$ cat src/rtl/arb_mux.sv
// Registered output mux that picks one of INPUT_SIZE valid/ready channels,
// either by explicit select or round-robin, into a single output word register.
module arb_mux #(
  parameter int WORD_LEN   = 8,
  parameter int INPUT_SIZE = 4,
  parameter int SEL_LEN    = 2
) (
  input  logic                           clk,
  input  logic                           rst,
  input  logic [WORD_LEN*INPUT_SIZE-1:0] in_data,
  input  logic [INPUT_SIZE-1:0]          in_valid,
  output logic [INPUT_SIZE-1:0]          in_ready,
  input  logic [SEL_LEN-1:0]             sel,
  input  logic                           rr_mode,
  output logic [WORD_LEN-1:0]            out_data,
  output logic [SEL_LEN-1:0]             out_src,
  output logic                           out_valid,
  input  logic                           out_ready
);

  localparam int PAD_LEN = 2**SEL_LEN;

  typedef enum logic {EMPTY = 1'b0, FULL = 1'b1} state_t;

  state_t               state_r;
  logic [SEL_LEN-1:0]   last_grant_r;
  logic                 load_en_s;
  logic                 found_s;
  logic [SEL_LEN-1:0]   cand_s;
  logic [SEL_LEN-1:0]   rr_idx_s;
  logic                 rr_hit_s;
  logic [WORD_LEN-1:0]  cand_word_s;
  logic [PAD_LEN-1:0]   valid_pad_s;

  assign out_valid   = (state_r == FULL);
  assign load_en_s   = !out_valid || out_ready;
  // Padding lets sel index safely even when it points past the last channel.
  assign valid_pad_s = PAD_LEN'(in_valid);

  // Candidate selection: explicit select or rotating search after last grant.
  always_comb begin
    found_s  = 1'b0;
    cand_s   = {SEL_LEN{1'b0}};
    rr_idx_s = {SEL_LEN{1'b0}};
    rr_hit_s = 1'b0;
    if (rr_mode) begin
      for (int k = 1; k <= INPUT_SIZE; k++) begin
        rr_idx_s = SEL_LEN'((int'(last_grant_r) + k) % INPUT_SIZE);
        rr_hit_s = !found_s && valid_pad_s[rr_idx_s];
        cand_s   = rr_hit_s ? rr_idx_s : cand_s;
        found_s  = found_s || rr_hit_s;
      end
    end else begin
      found_s = (int'(sel) < INPUT_SIZE) && valid_pad_s[sel];
      cand_s  = sel;
    end
  end

  // Word mux; channel 0 sits in the most significant slice of in_data.
  always_comb begin
    cand_word_s = {WORD_LEN{1'b0}};
    for (int i = 0; i < INPUT_SIZE; i++) begin
      cand_word_s = (cand_s == SEL_LEN'(i)) ?
                    in_data[WORD_LEN*(INPUT_SIZE-1-i) +: WORD_LEN] : cand_word_s;
    end
  end

  // One-hot grant, suppressed during reset and while the held word is stalled.
  always_comb begin
    in_ready = {INPUT_SIZE{1'b0}};
    for (int i = 0; i < INPUT_SIZE; i++) begin
      in_ready[i] = rst && load_en_s && found_s && (cand_s == SEL_LEN'(i));
    end
  end

  // Output register FSM: load on transfer, drain to EMPTY when nothing offered.
  always_ff @(posedge clk) begin
    if (!rst) begin
      state_r      <= EMPTY;
      out_data     <= {WORD_LEN{1'b0}};
      out_src      <= {SEL_LEN{1'b0}};
      last_grant_r <= SEL_LEN'(INPUT_SIZE-1);
    end else if (load_en_s) begin
      if (found_s) begin
        state_r      <= FULL;
        out_data     <= cand_word_s;
        out_src      <= cand_s;
        last_grant_r <= cand_s;
      end else begin
        state_r      <= EMPTY;
      end
    end else begin
      state_r <= state_r;
    end
  end

endmodule

$ cat config.mk
export PLATFORM = sky130hd
export DESIGN_NAME = arb_mux
export DESIGN_NICKNAME = d
export VERILOG_FILES = /design/src/rtl/arb_mux.sv
export SDC_FILE = /design/constraint.sdc
export NUM_CORES = 1
export LEC_CHECK = 0
export CELL_PAD_IN_SITES_DETAIL_PLACEMENT = 2
export CELL_PAD_IN_SITES_GLOBAL_PLACEMENT = 2
export CORE_MARGIN = 5
export CORE_UTILIZATION = 21
export CTS_BUF_LIST = sky130_fd_sc_hd__clkbuf_8 sky130_fd_sc_hd__clkbuf_16
export DETAILED_ROUTE_END_ITERATION = 7
export GPL_TIMING_DRIVEN = 0
export HOLD_SLACK_MARGIN = 0.03
export PLACE_DENSITY = 0.73
export SETUP_SLACK_MARGIN = 0.02
export SYNTH_ARGS = -nofsm -noshare
export SYNTH_HDL_FRONTEND = slang
export SYNTH_SLANG_ARGS = --single-unit
$ cat constraint.sdc
create_clock -name clk -period 2.3 [get_ports clk]
set_clock_uncertainty 0.1 [all_clocks]
set_input_delay 0.46 -clock clk [delete_from_list [all_inputs] [get_ports clk]]
set_output_delay 0.46 -clock clk [all_outputs]
set_load 0.1 [all_outputs]
After elaboration in Yosys (flattened, before gate mapping)
Cells that the tools add are included.

Register bits after elaboration: 13. Bits of input ports: 42. Output and inout port bits: 15. Word-level logic and storage cells: 56.

$add $sub $neg: 4. Magnitude comparators: 5. Eq/ne operators: 3. Muxes and demuxes: 21. Reductions and logical operators: 19.

Operators with widths (count): 8-bit two-way mux (4); 2-bit by 3-bit < comparator with 1-bit output (second input constant) (5); 1-bit binary-select mux with 2-bit select (5); 2-bit two-way mux (5); 1-bit logical AND (9); 1-bit two-way mux (7); 2-bit by 1-bit adder with 2-bit output (second input constant) (2); 2-bit adder (second input constant) (2); 2-bit equality test (second input constant) (2); 1-bit logical NOT (4); 1-bit logical OR (4); 2-bit by 1-bit equality test with 1-bit output (second input constant) (1); 2-bit logical NOT (1); 2-bit AND reduction (1).

Depth between registers and ports, before layout
Gate-level depths: netlist of run 1.

Word-level depth: 18. Depth in mapped cells: 8. Depth with buffers taken out: 6.

Worst setup path before layout of run 1
No wires, ideal clock.

Path type: flip-flop to output port. Start point: register state_r (netlist: out_valid). End point: output port in_ready[0]. Arrival time: 3.505 ns. Data required time: 1.740 ns. Slack: -1.765 ns. Cell stages (with the launch flop): 6. Cell sequence: dfxtp_1 nor2b_1 nor2_1 nand2_1 clkbuf_8 nor3_1.

Word-level cells in the longest chain between the ends: 5.

RTL lines: start: declaration (RTL line 25) `state_t state_r;`; start signal: assignment (RTL line 93) `state_r <= state_r;`; 1-bit logical NOT (RTL line 36) `assign load_en_s = !out_valid || out_ready;`; 1-bit logical OR (RTL line 36); 1-bit logical AND (3 in a row) (RTL line 72) `in_ready[i] = rst && load_en_s && found_s && (cand_s == SEL_LEN'(i));`; end: declaration (RTL line 12) `output logic [INPUT_SIZE-1:0] in_ready,`.

No other way between the ends.

Final worst setup path of run 1
Start point: input port in_valid[0]. End point: output port in_ready[2].

Word-level cells in the longest chain between the ends: 14. Elaborated cells between the ends (all ways): 28.

RTL lines: start: declaration (RTL line 11) `input logic [INPUT_SIZE-1:0] in_valid,`; 1-bit binary-select mux with 2-bit select (RTL line 49) `rr_hit_s = !found_s && valid_pad_s[rr_idx_s];`; 1-bit two-way mux (implied by the code) (RTL line 49); 1-bit logical NOT (RTL line 49); 1-bit logical AND (RTL line 49); 1-bit logical OR (RTL line 51) `found_s = found_s || rr_hit_s;`; 1-bit logical NOT (RTL line 49); 1-bit logical AND (RTL line 49); 1-bit logical OR (RTL line 51); 1-bit logical NOT (RTL line 49); 1-bit logical AND (RTL line 49); 2-bit two-way mux / 1-bit logical OR (equally long branches) (RTL line 50, 51); 2-bit two-way mux / 1-bit two-way mux (equally long branches) (RTL line 46) `if (rr_mode) begin`; 2-bit equality test / 1-bit logical AND (equally long branches) (RTL line 72); 1-bit logical AND * (RTL line 72).

Mark *: on every way between the ends. The rest lies on a longest branch, timed or not. The select of a mux whose other input is x is not followed.

==> results of run 1 <==
[sequential cells by signal (all words and copies together) (netlist names)]
register,cells
last_grant_r,2
out_data,8
out_valid,1
out_src,2
[cell usage after synthesis]
library cell    n
a21boi_0        1
a21boi_2        1
a21oi_1         1
a21oi_2         1
a2bb2oi_1       1
a311oi_1        1
a311oi_2        1
a31oi_1         1
and3b_1         1
buf_2           1
buf_4           1
buf_6           1
buf_8           1
clkbuf_8        2
dfxtp_1        13
dlygate4sd1_1   1
inv_1           2
mux2_4          6
mux2i_1        14
mux2i_4         1
mux4_1          1
nand2_1        14
nand2_8         1
nand3_1         5
nor2_1          2
nor2_4          2
nor2b_1         4
nor3_1          8
nor3b_1         1
o2111a_1        1
o211ai_1        2
o21ai_0         6
o22ai_1         1
o22ai_2         6
o2bb2ai_1       1
o311a_2         1
o311ai_4        1
o41a_1          1
o41ai_2         1
or2_2           1
or2b_2          4
or4_4           1
[worst register-to-register path: stages (launching register included)]
cell	delay (ns)
dfxtp_2	0.34
or2b_2	0.31
a21boi_4	0.26
o311ai_4	0.18
nand2_8	0.12
buf_4	0.16
mux2_4	0.31
o22ai_2	0.15
[how the worst min path moves through the flow]
| stage | cells past startpoint | end | slack [ns] |
|---|---|---|---|
| after global routing | 2 | out_data[3]$_SDFFE_PN0P_ | 0.40 |
| after global placement | 2 | out_data[5]$_SDFFE_PN0P_ | 0.37 |
| after detailed placement | 2 | out_data[4]$_SDFFE_PN0P_ | 0.38 |
| after CTS | 2 | out_data[4]$_SDFFE_PN0P_ | 0.39 |
| final | 2 | out_data[4]$_SDFFE_PN0P_ | 0.38 |
| after floorplan | 2 | last_grant_r[0]$_SDFFE_PN1P_ | 0.40 |
[power groups by stage]
stage	sequential (mW)	combinational, mW	clock (mW)
after floorplan	0.447	0.291	0
after global placement	0.277	0.634	0
after detailed placement	0.281	0.649	0
after CTS	0.277	0.672	0.200
after global routing	0.279	0.701	0.216
final	0.275	0.667	0.193
[area by class of cell]
class / instances / share of cell area
repair buffers: 67 / 0.3228
multi-input cells: 95 / 0.4569
well taps: 72 / 0.04369
inverters: 2 / 0.003641
flip-flops and latches: 13 / 0.1292
clock inverters: 1 / 0.001820
clock buffers: 3 / 0.02002
plain buffers: 4 / 0.02184
[stage by stage]
stage	hold WS [ns]	power, mW
final	0.3782	1.135
after global routing	0.3954	1.195
after CTS	0.3855	1.148
after detailed placement	0.3807	0.9298
after global placement	0.3715	0.9114
after floorplan	0.4013	0.7376
[cells by family after synthesis]
family | count (synthesis) | share of synthesized area
AND/OR/NAND/NOR | 44 | 0.2242
AO/OA/AOI/OAI | 29 | 0.2425
multiplexers | 22 | 0.2393
flip-flops | 13 | 0.2232
buffers and inverters | 9 | 0.07082
[metal layers]
layer / vias to the layer above / GRT usage
met5: - / 0
met4: 0 / 0.008633
met3: 0 / 0.02552
met2: 41 / 0.2505
met1: 581 / 0.1467
li1: 579 / -
[what timing repair did]
item	CTS	global route
buffers inserted	10	2
resized for setup	75	9
pin swaps	8	8
cloned	0	0
setup endpoints to repair	23	4
[cell usage in the layout (no fill, tap or decap), drive strengths merged]
cell,n
nor2b,4
a2bb2oi,1
and3b,1
clkdlybuf4s50,36
dfxtp,13
or2b,4
o311a,1
o22ai,7
or4,1
o211ai,2
nor3b,1
mux2i,15
buf,22
or2,1
o41a,1
nor3,8
a311oi,2
a21boi,2
clkbuf,6
o21ai,6
mux2,6
nand2,15
a21oi,2
nor2,4
o2111a,1
inv,3
a31oi,1
dlygate4sd1,1
mux4,1
nand3,5
o41ai,1
dlygate4sd2,9
o311ai,1
o2bb2ai,1
==> run metrics, run 1 <==
Worst Setup End Kind=output pin; Flop pwr share=0.242; total gr overflow=0; first-pass GRT wire length=7389 um; fin worst setup slack=-0.1046 ns; Setup Viol. Count Final=4; switching pwr=0.4978 mW; ANT nets after route=0; post-synth top area share=0.2232; GP Congestion=about 0.86; biggest cell delay along the critical path=0.59 ns; post-route cell area=2062 um^2; Seq cells post-synth=13; RSZ-0062 raised after global routing=yes; Worst-path clk slew=approximately 0.05 ns; total number of vias=1201; DIE HEIGHT=around 85 um; WL met1=1866 um; Starting Density=0.2144; max layer used=met3; reg2reg end=out_data[6]$_SDFFE_PN0P_; core box area=5439 um^2; PortBufs=55; WL/cell=around 17 um; placed cell count=244; first-pass iteration count of the detailed router=2; largest net degree at the start of global routing=11; die area=7144 um^2; highest clock rate=around 0.42 GHz; critical path arrival=1.84 ns; Slew Limit Fails=0; R2R depth=7; R2R Setup Slk=approximately 0.31 ns; post-synthesis cell count=117; Worst setup SP type=primary input; CP max-delay cell=or4_4; failing checks=setup timing; Tcrit/Tclk final=1.045; synthesis-to-layout area growth=76.82%; power density over cell area=approximately 550 nW/um^2; synth unique cells=42; Starting DRT DRC Count=19; die width=between 80 and 90 um; crit path launch=in_valid[0]; Avg Cell Area, Syn=9.967 um^2; critical path, cell by cell=buf_8, or4_4, mux2i_4, nor2_4, nand2_4, nor3_4, buf_12; Root Buffer=clkbuf_8; CTS tree=built; Total Neg Setup Slack=-0.4099 ns; clock share of power=0.170; DRC Markers=0; Comb pwr share=0.588; Worst EP required=~1.7 ns; area of the mapped netlist=1166 um^2; share of cells above drive strength 1=0.3784; Final Net Count=approximately 230; Post-CTS Hold Buffers=0; crit path time final=2.405 ns; DP Wirelength=3728 um; critical path type=in -> out; Routed WL=about 4500 um; number of global-route vias before repair=1412; Worst-Margin Slew=0.9923 ns; P_int=0.6368 mW; RR Startpoint=last_grant_r[0]$_SDFFE_PN1P_; syn_nets=159; CTS Buf Count=3; H-tree depth=1; met2 wire length=roughly 2400 um; CP Capture Point=in_ready[2]; leakage=0.8421 nW; warnings from Yosys=0; area taken by flip-flops and latches=between 200 and 300 um^2; slew margin rel.=0.3411; post-layout util=0.3791; sw frac=0.4387; vias per cell=4.673; number of diodes=0; VDD IR-drop max=0.0001839 V; largest cells by area after synthesis=dfxtp_1, mux2i_1, mux2_4, o22ai_2, nand2_1; initial antenna violation count=0; Rows=27; area of the multi-input gates=942.2 um^2; All-Layer GR Usage=0.1277; met3 WL post-DR=between 200 and 250 um; Num Clock Sinks=13; CTS max path bufs=2; CP top delay family=simple AND/OR/NAND/NOR gates; CP Max Fanout=6; fin cells=257; Ports=57; Max-cap violations=0; Levels on crit path=7; pre-CTS WS=-1.639 ns; status=finished with violations; Placed Area=1904 um^2; Fillers=594; hold crit path type=reg -> reg; latest clock arrival within the worst-skew pair=0.24 ns; Buf/Inv on CP=2; worst min-delay path startpoint=out_data[4]$_SDFFE_PN0P_; Seq/Total Area, Yosys=0.2232; Synth area leader=dfxtp_1; Hold Fails Final Rpt=0
(Power assumes the default switching activity.)
==> run 2, diff against run 1 <==
--- a/config.mk
+++ b/config.mk
@@ -5,6 +5,7 @@
 export SDC_FILE = /design/constraint.sdc
 export NUM_CORES = 1
 export LEC_CHECK = 0
+export CAP_MARGIN = 10
 export CELL_PAD_IN_SITES_DETAIL_PLACEMENT = 2
 export CELL_PAD_IN_SITES_GLOBAL_PLACEMENT = 2
 export CORE_MARGIN = 5
==> results of run 2 <==
No change in the layout: final DEF, timing and power equal those of run 1.
